--- src/rtl/distance_resolver_pkg.sv ---
// ---------------------------------------------------------------------------
// distance_resolver_pkg
//   Shared definitions for the distance resolver: FSM state encoding and the
//   fixed step counts of the two divisions that make up one request.
//   DIV_IDX_CYCLES : quotient bits produced for idx1/FW (one per cycle)
//   DIV_T_CYCLES   : quotient bits produced for t/OW   (one per cycle)
//   LATENCY        : cycles from the acceptance cycle (counted as cycle 0)
//                    to the first cycle with out_valid high
// ---------------------------------------------------------------------------
package distance_resolver_pkg;

  typedef enum logic [2:0] {
    ST_IDLE    = 3'd0,
    ST_DIV_IDX = 3'd1,
    ST_DIV_T   = 3'd2,
    ST_CALC    = 3'd3,
    ST_DONE    = 3'd4
  } state_e;

  localparam int DIV_IDX_CYCLES = 8;
  localparam int DIV_T_CYCLES   = 16;
  localparam int LATENCY        = DIV_IDX_CYCLES + DIV_T_CYCLES + 2;

  // Width of the divider step counter; must hold DIV_T_CYCLES.
  localparam int CNT_W = 5;

endpackage

--- src/rtl/distance_resolver_seq_divider.sv ---
// ---------------------------------------------------------------------------
// distance_resolver_seq_divider
//   Restoring bit-serial divider, one quotient bit per cycle, MSB first.
//   The dividend is taken MSB-aligned in lop_i: for an N-bit division place
//   the operand in the top N bits and request nbits_i = N steps. The first
//   step is performed in the start cycle, so a division of N bits raises
//   done_o (one-cycle pulse) in the cycle after the N-th clock edge.
//   Divisor 0 naturally yields an all-ones quotient and rem = dividend.
// Ports
//   clk, reset      clock, asynchronous active-high reset
//   start_i         load operands and perform the first step (ignored nowhere;
//                   the caller only pulses it while the divider is idle)
//   nbits_i         number of quotient bits to produce (>= 2)
//   lop_i, dvs_i    dividend (MSB-aligned) and divisor
//   busy_o          steps still outstanding
//   done_o          one-cycle pulse: quot_o/rem_o are final
//   quot_o, rem_o   quotient (zero-extended) and remainder; held until next start
// ---------------------------------------------------------------------------
module distance_resolver_seq_divider #(
  parameter int W  = 16,
  parameter int CW = 5
) (
  input  logic          clk,
  input  logic          reset,
  input  logic          start_i,
  input  logic [CW-1:0] nbits_i,
  input  logic [W-1:0]  lop_i,
  input  logic [W-1:0]  dvs_i,
  output logic          busy_o,
  output logic          done_o,
  output logic [W-1:0]  quot_o,
  output logic [W-1:0]  rem_o
);

  logic [W-1:0]  rem_q, rem_d;
  logic [W-1:0]  quot_q, quot_d;
  logic [W-1:0]  dvs_q, dvs_d;
  logic [CW-1:0] cnt_q, cnt_d;
  logic          busy_q, busy_d;
  logic          done_q, done_d;

  // Operands of the step performed this cycle: fresh ones on start.
  logic [W-1:0] rem_src, quot_src, dvs_src;
  logic [W:0]   shifted;
  logic [W-1:0] rem_step, quot_step;

  always_comb begin
    rem_src  = start_i ? '0    : rem_q;
    quot_src = start_i ? lop_i : quot_q;
    dvs_src  = start_i ? dvs_i : dvs_q;

    // Bring the next dividend bit into the partial remainder; the quotient
    // register doubles as the dividend shift register.
    shifted   = {rem_src, quot_src[W-1]};
    quot_step = {quot_src[W-2:0], 1'b0};
    rem_step  = shifted[W-1:0];
    if (shifted >= {1'b0, dvs_src}) begin
      rem_step     = W'(shifted - {1'b0, dvs_src});
      quot_step[0] = 1'b1;
    end
  end

  always_comb begin
    rem_d  = rem_q;
    quot_d = quot_q;
    dvs_d  = dvs_q;
    cnt_d  = cnt_q;
    busy_d = busy_q;
    done_d = 1'b0;
    if (start_i) begin
      rem_d  = rem_step;
      quot_d = quot_step;
      dvs_d  = dvs_i;
      cnt_d  = nbits_i - CW'(1);
      busy_d = 1'b1;
    end else if (busy_q) begin
      rem_d  = rem_step;
      quot_d = quot_step;
      cnt_d  = cnt_q - CW'(1);
      if (cnt_q == CW'(1)) begin
        busy_d = 1'b0;
        done_d = 1'b1;
      end
    end
  end

  always_ff @(posedge clk or posedge reset) begin
    if (reset) begin
      rem_q  <= '0;
      quot_q <= '0;
      dvs_q  <= '0;
      cnt_q  <= '0;
      busy_q <= 1'b0;
      done_q <= 1'b0;
    end else begin
      rem_q  <= rem_d;
      quot_q <= quot_d;
      dvs_q  <= dvs_d;
      cnt_q  <= cnt_d;
      busy_q <= busy_d;
      done_q <= done_d;
    end
  end

  assign busy_o = busy_q;
  assign done_o = done_q;
  assign quot_o = quot_q;
  assign rem_o  = rem_q;

endmodule

--- src/rtl/distance_resolver.sv ---
// ---------------------------------------------------------------------------
// distance_resolver
//   Rebuilds the larger index idx2 of a redundant weight pair from the smaller
//   index idx1 and the stride-scaled row distance dr:
//     r1 = idx1/FW, c1 = idx1%FW, t = dr*S + c1, dv = t/OW, c2 = t%OW,
//     r2 = r1 + dv, idx2 = r2*FW + c2,
//     hit = dr!=0 & c2<FW & r2<FH & idx2 fits in WORD_WIDTH bits.
//   One shared serial divider handles both divisions in turn.
// Ports
//   clk, reset            clock, asynchronous active-high reset
//   in_valid / in_ready   request handshake (ready only while idle)
//   idx1, dr              pair index and encoded distance
//   ow, fw, fh, st        output width, filter width/height, stride
//   out_valid / out_ready result handshake; result held until consumed
//   idx2, hit             result (idx2 = 0 whenever hit = 0)
//   err                   only with DIST_RESOLVER_DIVZERO_EN: latched FW, OW
//                         or S was zero; forces hit = 0, idx2 = 0
// Configuration macro: DIST_RESOLVER_DIVZERO_EN
// ---------------------------------------------------------------------------
module distance_resolver
  import distance_resolver_pkg::*;
#(
  parameter int WORD_WIDTH = 8,
  parameter int DIST_WIDTH = 7
) (
  input  logic                  clk,
  input  logic                  reset,
  input  logic                  in_valid,
  output logic                  in_ready,
  input  logic [WORD_WIDTH-1:0] idx1,
  input  logic [DIST_WIDTH-1:0] dr,
  input  logic [WORD_WIDTH-1:0] ow,
  input  logic [WORD_WIDTH-1:0] fw,
  input  logic [WORD_WIDTH-1:0] fh,
  input  logic [WORD_WIDTH-1:0] st,
  output logic                  out_valid,
  input  logic                  out_ready,
  output logic [WORD_WIDTH-1:0] idx2,
  output logic                  hit
`ifdef DIST_RESOLVER_DIVZERO_EN
  ,
  output logic                  err
`endif
);

  localparam int W  = WORD_WIDTH;
  localparam int DW = 2 * WORD_WIDTH;  // divider width, holds t
  localparam int PW = DW + W + 2;      // full-precision r2*FW + c2

  state_e state_q, state_d;

  logic [DIST_WIDTH-1:0] dr_q, dr_d;
  logic [W-1:0]          ow_q, ow_d;
  logic [W-1:0]          fw_q, fw_d;
  logic [W-1:0]          fh_q, fh_d;
  logic [W-1:0]          st_q, st_d;
  logic [W-1:0]          r1_q, r1_d;
  logic [W-1:0]          idx2_q, idx2_d;
  logic                  hit_q, hit_d;
`ifdef DIST_RESOLVER_DIVZERO_EN
  logic                  err_q, err_d;
  logic                  zero_w;
`endif

  logic             div_start;
  logic [CNT_W-1:0] div_nbits;
  logic [DW-1:0]    div_lop, div_dvs;
  logic             div_busy, div_done;
  logic [DW-1:0]    div_quot, div_rem;

  distance_resolver_seq_divider #(
    .W  (DW),
    .CW (CNT_W)
  ) u_div (
    .clk     (clk),
    .reset   (reset),
    .start_i (div_start),
    .nbits_i (div_nbits),
    .lop_i   (div_lop),
    .dvs_i   (div_dvs),
    .busy_o  (div_busy),
    .done_o  (div_done),
    .quot_o  (div_quot),
    .rem_o   (div_rem)
  );

  // Stage datapath. The divider holds its last result, so rem is c1 at the
  // end of DIV_IDX and c2 during CALC; quot is likewise r1 then dv.
  logic [DW-1:0] t_w;
  logic [DW:0]   r2_w;
  logic [PW-1:0] idx2_w;
  logic          hit_w;

  always_comb begin
    t_w    = DW'(dr_q) * DW'(st_q) + div_rem;
    r2_w   = (DW + 1)'(r1_q) + {1'b0, div_quot};
    idx2_w = PW'(r2_w) * PW'(fw_q) + PW'(div_rem);
    hit_w  = (dr_q != '0) && (div_rem < DW'(fw_q)) &&
             (r2_w < (DW + 1)'(fh_q)) && (idx2_w[PW-1:W] == '0);
  end

`ifdef DIST_RESOLVER_DIVZERO_EN
  assign zero_w = (fw_q == '0) || (ow_q == '0) || (st_q == '0);
`endif

  always_comb begin
    state_d   = state_q;
    dr_d      = dr_q;
    ow_d      = ow_q;
    fw_d      = fw_q;
    fh_d      = fh_q;
    st_d      = st_q;
    r1_d      = r1_q;
    idx2_d    = idx2_q;
    hit_d     = hit_q;
`ifdef DIST_RESOLVER_DIVZERO_EN
    err_d     = err_q;
`endif
    div_start = 1'b0;
    // idx1 goes straight into the divider on acceptance, MSB-aligned for an
    // 8-step division; it never needs its own register.
    div_lop   = {idx1, {W{1'b0}}};
    div_dvs   = DW'(fw);
    div_nbits = CNT_W'(DIV_IDX_CYCLES);

    unique case (state_q)
      ST_IDLE: begin
        if (in_valid) begin
          dr_d      = dr;
          ow_d      = ow;
          fw_d      = fw;
          fh_d      = fh;
          st_d      = st;
          div_start = 1'b1;
          state_d   = ST_DIV_IDX;
        end
      end
      ST_DIV_IDX: begin
        div_lop   = t_w;
        div_dvs   = DW'(ow_q);
        div_nbits = CNT_W'(DIV_T_CYCLES);
        if (div_done && !div_busy) begin
          r1_d      = div_quot[W-1:0];
          div_start = 1'b1;
          state_d   = ST_DIV_T;
        end
      end
      ST_DIV_T: begin
        if (div_done && !div_busy) begin
          state_d = ST_CALC;
        end
      end
      ST_CALC: begin
`ifdef DIST_RESOLVER_DIVZERO_EN
        hit_d  = hit_w && !zero_w;
        idx2_d = (hit_w && !zero_w) ? idx2_w[W-1:0] : '0;
        err_d  = zero_w;
`else
        hit_d  = hit_w;
        idx2_d = hit_w ? idx2_w[W-1:0] : '0;
`endif
        state_d = ST_DONE;
      end
      ST_DONE: begin
        if (out_ready) begin
          state_d = ST_IDLE;
        end
      end
      default: state_d = ST_IDLE;
    endcase
  end

  always_ff @(posedge clk or posedge reset) begin
    if (reset) begin
      state_q <= ST_IDLE;
      dr_q    <= '0;
      ow_q    <= '0;
      fw_q    <= '0;
      fh_q    <= '0;
      st_q    <= '0;
      r1_q    <= '0;
      idx2_q  <= '0;
      hit_q   <= 1'b0;
`ifdef DIST_RESOLVER_DIVZERO_EN
      err_q   <= 1'b0;
`endif
    end else begin
      state_q <= state_d;
      dr_q    <= dr_d;
      ow_q    <= ow_d;
      fw_q    <= fw_d;
      fh_q    <= fh_d;
      st_q    <= st_d;
      r1_q    <= r1_d;
      idx2_q  <= idx2_d;
      hit_q   <= hit_d;
`ifdef DIST_RESOLVER_DIVZERO_EN
      err_q   <= err_d;
`endif
    end
  end

  assign in_ready  = (state_q == ST_IDLE);
  assign out_valid = (state_q == ST_DONE);
  assign idx2      = idx2_q;
  assign hit       = hit_q;
`ifdef DIST_RESOLVER_DIVZERO_EN
  assign err       = err_q;
`endif

endmodule
--- config.mk ---
export PLATFORM = sky130hd
export DESIGN_NAME = distance_resolver
export DESIGN_NICKNAME = d
export VERILOG_FILES = /design/src/rtl/distance_resolver_pkg.sv /design/src/rtl/distance_resolver_seq_divider.sv /design/src/rtl/distance_resolver.sv
export SDC_FILE = /design/constraint.sdc
export NUM_CORES = 1
export LEC_CHECK = 0
export BUFFER_PORTS_ARGS = -buffer_cell sky130_fd_sc_hd__clkbuf_2
export CORE_MARGIN = 2
export CORE_UTILIZATION = 55
export CTS_BUF_LIST = sky130_fd_sc_hd__clkbuf_8
export DETAILED_ROUTE_END_ITERATION = 16
export HOLD_SLACK_MARGIN = 0.12
export PLACE_DENSITY_LB_ADDON = 0.25
export SLEW_MARGIN = 0
export SYNTH_ARGS = -nofsm -noshare
export SYNTH_HDL_FRONTEND = slang
export SYNTH_HIERARCHICAL = 1
export SYNTH_SLANG_ARGS = --single-unit
export TNS_END_PERCENT = 20
--- constraint.sdc ---
create_clock -name clk -period 6.1 [get_ports clk]
set_input_delay 0.305 -clock clk [delete_from_list [all_inputs] [get_ports clk]]
set_output_delay 0.305 -clock clk [all_outputs]
set_load 0.02 [all_outputs]
==> impl_metrics.csv <==
group,metric,value,unit
synth,synth_top_cell_by_area,"fa_1",
synth,synth_top_area_share,21.8,%
grt,grt-ovfl-total,0,
synth,synthCells,1532,
clocking,ctsHtreeMaxLevel,4,
final_layout,syn_to_final_growth,22.9,%
synth,synth_xor_area_share,3.89,%
clocking,cts.clk_slew.worst_paths,90,ps
critical_path,slowest_stage,"fa_1",
critical_path,slowest_delay,550,ps
synth,synth_top_family_by_area,"adder cells",
critical_path,crit_path_start_kind,"flop",
sta,slew_violations,0,
placement,dp_hpwl,29.3,mm
die,rows,57,
critical_path,worstSetupPathType,"reg2reg",
min_path,hold_depth,3,
die,fp.dieH,162,um
final_layout,fin_cells,2128,
synth,synth_edf_count,0,
clocking,cts_buffer_depth,2,
clocking,tritoncts,"yes",
final_layout,drive_gt1_share,22.9,%
die,start_util,56.2,%
placement,io_buffers,61,
final_layout,final_nets,2120,
grt,grt_use_total,29.1,%
critical_path,critPathMaxFanout,9,
sta,period_minus_slack,6360,ps
min_path,hp-class,"in2reg",
clocking,clock-sinks,114,
sta,relSlewSlack,44.3,%
sta,period_share,104,%
placement,gp_congestion,0.930,
sta,rsz0062_at_grt,"yes",
final_layout,num_antenna_cells,0,
die,core_area,24500,um^2
final_layout,final_cell_mix,"nand2_1 (229), inv_1 (220), buf_4 (170)",
drt,firstDrtPassIters,6,
synth,synth_compound_area_share,11.9,%
drt,ant_nets,0,
sta,fin_setup_tns,-2090,ps
drt,vias,11800,
drt,wl,37.3,mm
critical_path,cp-end-kind,"flop",
sta,worst_pin_slew,836,ps
placement,place_inst,2053,
synth,synth-seq-area-share,20.8,%
sta,finalHoldViolations,0,
synth,synth_cell_type_count,82,
final_layout,n_fill_cell,1841,
die,die_w,162,um
sta,fmax,157,MHz
grt,grt_pass1_wl,60.4,mm
sta,setup_ws,-265,ps
final_layout,layout_commonest_cell,"nand2_1",
synth,yosys_register_bits,114,
clocking,clock_latency,450,ps
grt,grt_pass1_vias,11900,
synth,yosys_warnings,6,
grt,grt_max_degree,68,
synth,yosys.area_share.simple,16.9,%
die,die_area,26300,um^2
run,maxCapViolations,0,
critical_path,arrival,6750,ps
synth,synth-async-reset-ratio,100,%
drt,drt-initial-drc-count,878,
status,violations,"negative setup slack",
synth,muxShareOfSynthArea,5.25,%
grt,antenna_found_initial,0,
drt,remaining_drc_errors,0,
die,boundaryPins,62,
synth,synthAdderAreaFrac,33.5,%
drt,detail_route.vias_per_cell,5.54,
synth,ys.flop_type,"dfrtp_1",
synth,syn_avg_cell_area,8.97,um^2
critical_path,r2r_cells,27,
synth,synthTopCellsByArea,"fa_1 (22%), dfrtp_1 (21%), ha_1 (12%)",
status,status,"finished with violations",
critical_path,cp.required,6480,ps
drt,avgRoutedWirePerCell,17.5,um
clocking,cts_buffers,17,
synth,netlist_area,13700,um^2
sta,skew,28.1,ps
sta,finalSetupViolCount,10,
clocking,cts_root_buf,"clkbuf_8",
==> repair_timing <==
action	CTS	global route
endpoints found under the hold margin	96	0
pin swaps	28	16
gates resized for setup	41	42
buffers inserted	5	5
setup endpoints to repair	25	26
hold buffers	33	0
==> cell families (layout without fill, tap and decap cells) <==
family	after synthesis	after routing
AO/OA/AOI/OAI	250	250
XOR/XNOR	61	61
adder cells (fa/ha/maj)	278	278
buffers and inverters	276	533
flip-flops	114	114
multiplexers	68	68
other	1	16
AND/OR/NAND/NOR	484	484
==> critical path: cells and delay by family, from the launching register on <==
| kind | cells | cell delay, ps |
|---|---|---|
| flops | 1 | 420 |
| compound gates | 6 | 1000 |
| simple gates | 8 | 1560 |
| xor+xnor | 1 | 150 |
| buf+inv | 6 | 740 |
| fa+ha+maj | 6 | 2440 |
==> cell type report <==
cell class / count / area [um^2] / area share (%)
Sequential cell: 114 / 2860 / 16.9
Clock inverter: 15 / 133 / 0.785
Clock buffer: 17 / 234 / 1.39
Timing Repair Buffer: 276 / 2060 / 12.2
Tap cell: 324 / 405 / 2.40
Inverter: 225 / 845 / 5.00
Multi-Input combinational cell: 1157 / 10300 / 61.3
==> layer usage <==
metal	up-vias	routed length [um]	global-route usage (%)
li1	5528	-	-
met1	5823	15900	38.1
met5	-	0	0
met2	370	18300	49.7
met3	67	1990	4.44
met4	0	1060	9.90
==> flip-flops by register name, summed over array words and instances, names as in the netlist, 7 cells and up <==
| register | flops |
|---|---|
| u_div/quot_o | 16 |
| fw_q | 8 |
| st_q | 8 |
| ow_q | 8 |
| fh_q | 8 |
| u_div/rem_o | 16 |
| idx2 | 8 |
| dr_q | 7 |
| u_div/dvs_q | 16 |
| r1_q | 8 |
==> per-stage QoR <==
step / worst slack, ps / instance area (um^2) / hold slack [ps] / util, %
2_1_floorplan: 2.76 / 13900 / 412 / -
3_3_place_gp: -545 / 15700 / 464 / 64.1
3_5_place_dp: -614 / 15700 / 475 / 64.1
4_1_cts: -208 / 16700 / 146 / 68.2
5_1_grt: -536 / 16900 / 164 / 69.0
6_report: -265 / 16900 / 172 / 69.0
==> final timing paths <==
kind	from	end	slack, ps
setup / recovery	u_div/quot_o[2]$_DFFE_PP0P_	idx2[6]$_DFFE_PP0P_	-260
max in group asynchronous	reset	dr_q[1]$_DFFE_PP0P_	4810
hold reg to reg	idx2[4]$_DFFE_PP0P_	idx2[4]$_DFFE_PP0P_	490
min in group asynchronous	reset	u_div/cnt_q[3]$_DFFE_PP0P_	620
setup reg to reg	u_div/quot_o[2]$_DFFE_PP0P_	idx2[6]$_DFFE_PP0P_	-260
hold / removal	fw[1]	fw_q[1]$_DFFE_PP0P_	170
==> cell usage after synthesis (3+ instances only) <==
cell type    n
a211oi_1     9
o22ai_1      7
o21a_1       6
and2_1      63
mux2_2      33
xor2_1      29
o211ai_1     6
mux2i_1     35
o21bai_1     7
nand2b_1    15
or2_2        5
xnor2_1     32
buf_2        4
o21ai_0     69
nor2_1      64
ha_1       128
clkbuf_1    37
o21ai_1     13
nor4_1       5
a21oi_1     52
o31ai_1      9
inv_1      222
a32oi_1      3
nor2b_1     25
nand2_1    230
nand4_1      9
a211oi_2     3
fa_1       150
nand3_1     12
a31o_2       4
dfrtp_1    114
a21o_1      15
nand3b_1     6
o2111ai_1    3
nor3_1      23
a221oi_1     3
a31oi_1     17
buf_1        4
and3_1      10
Power is not shown: default switching activity piles up to over one toggle a cycle in this logic, so the estimate is an artifact.
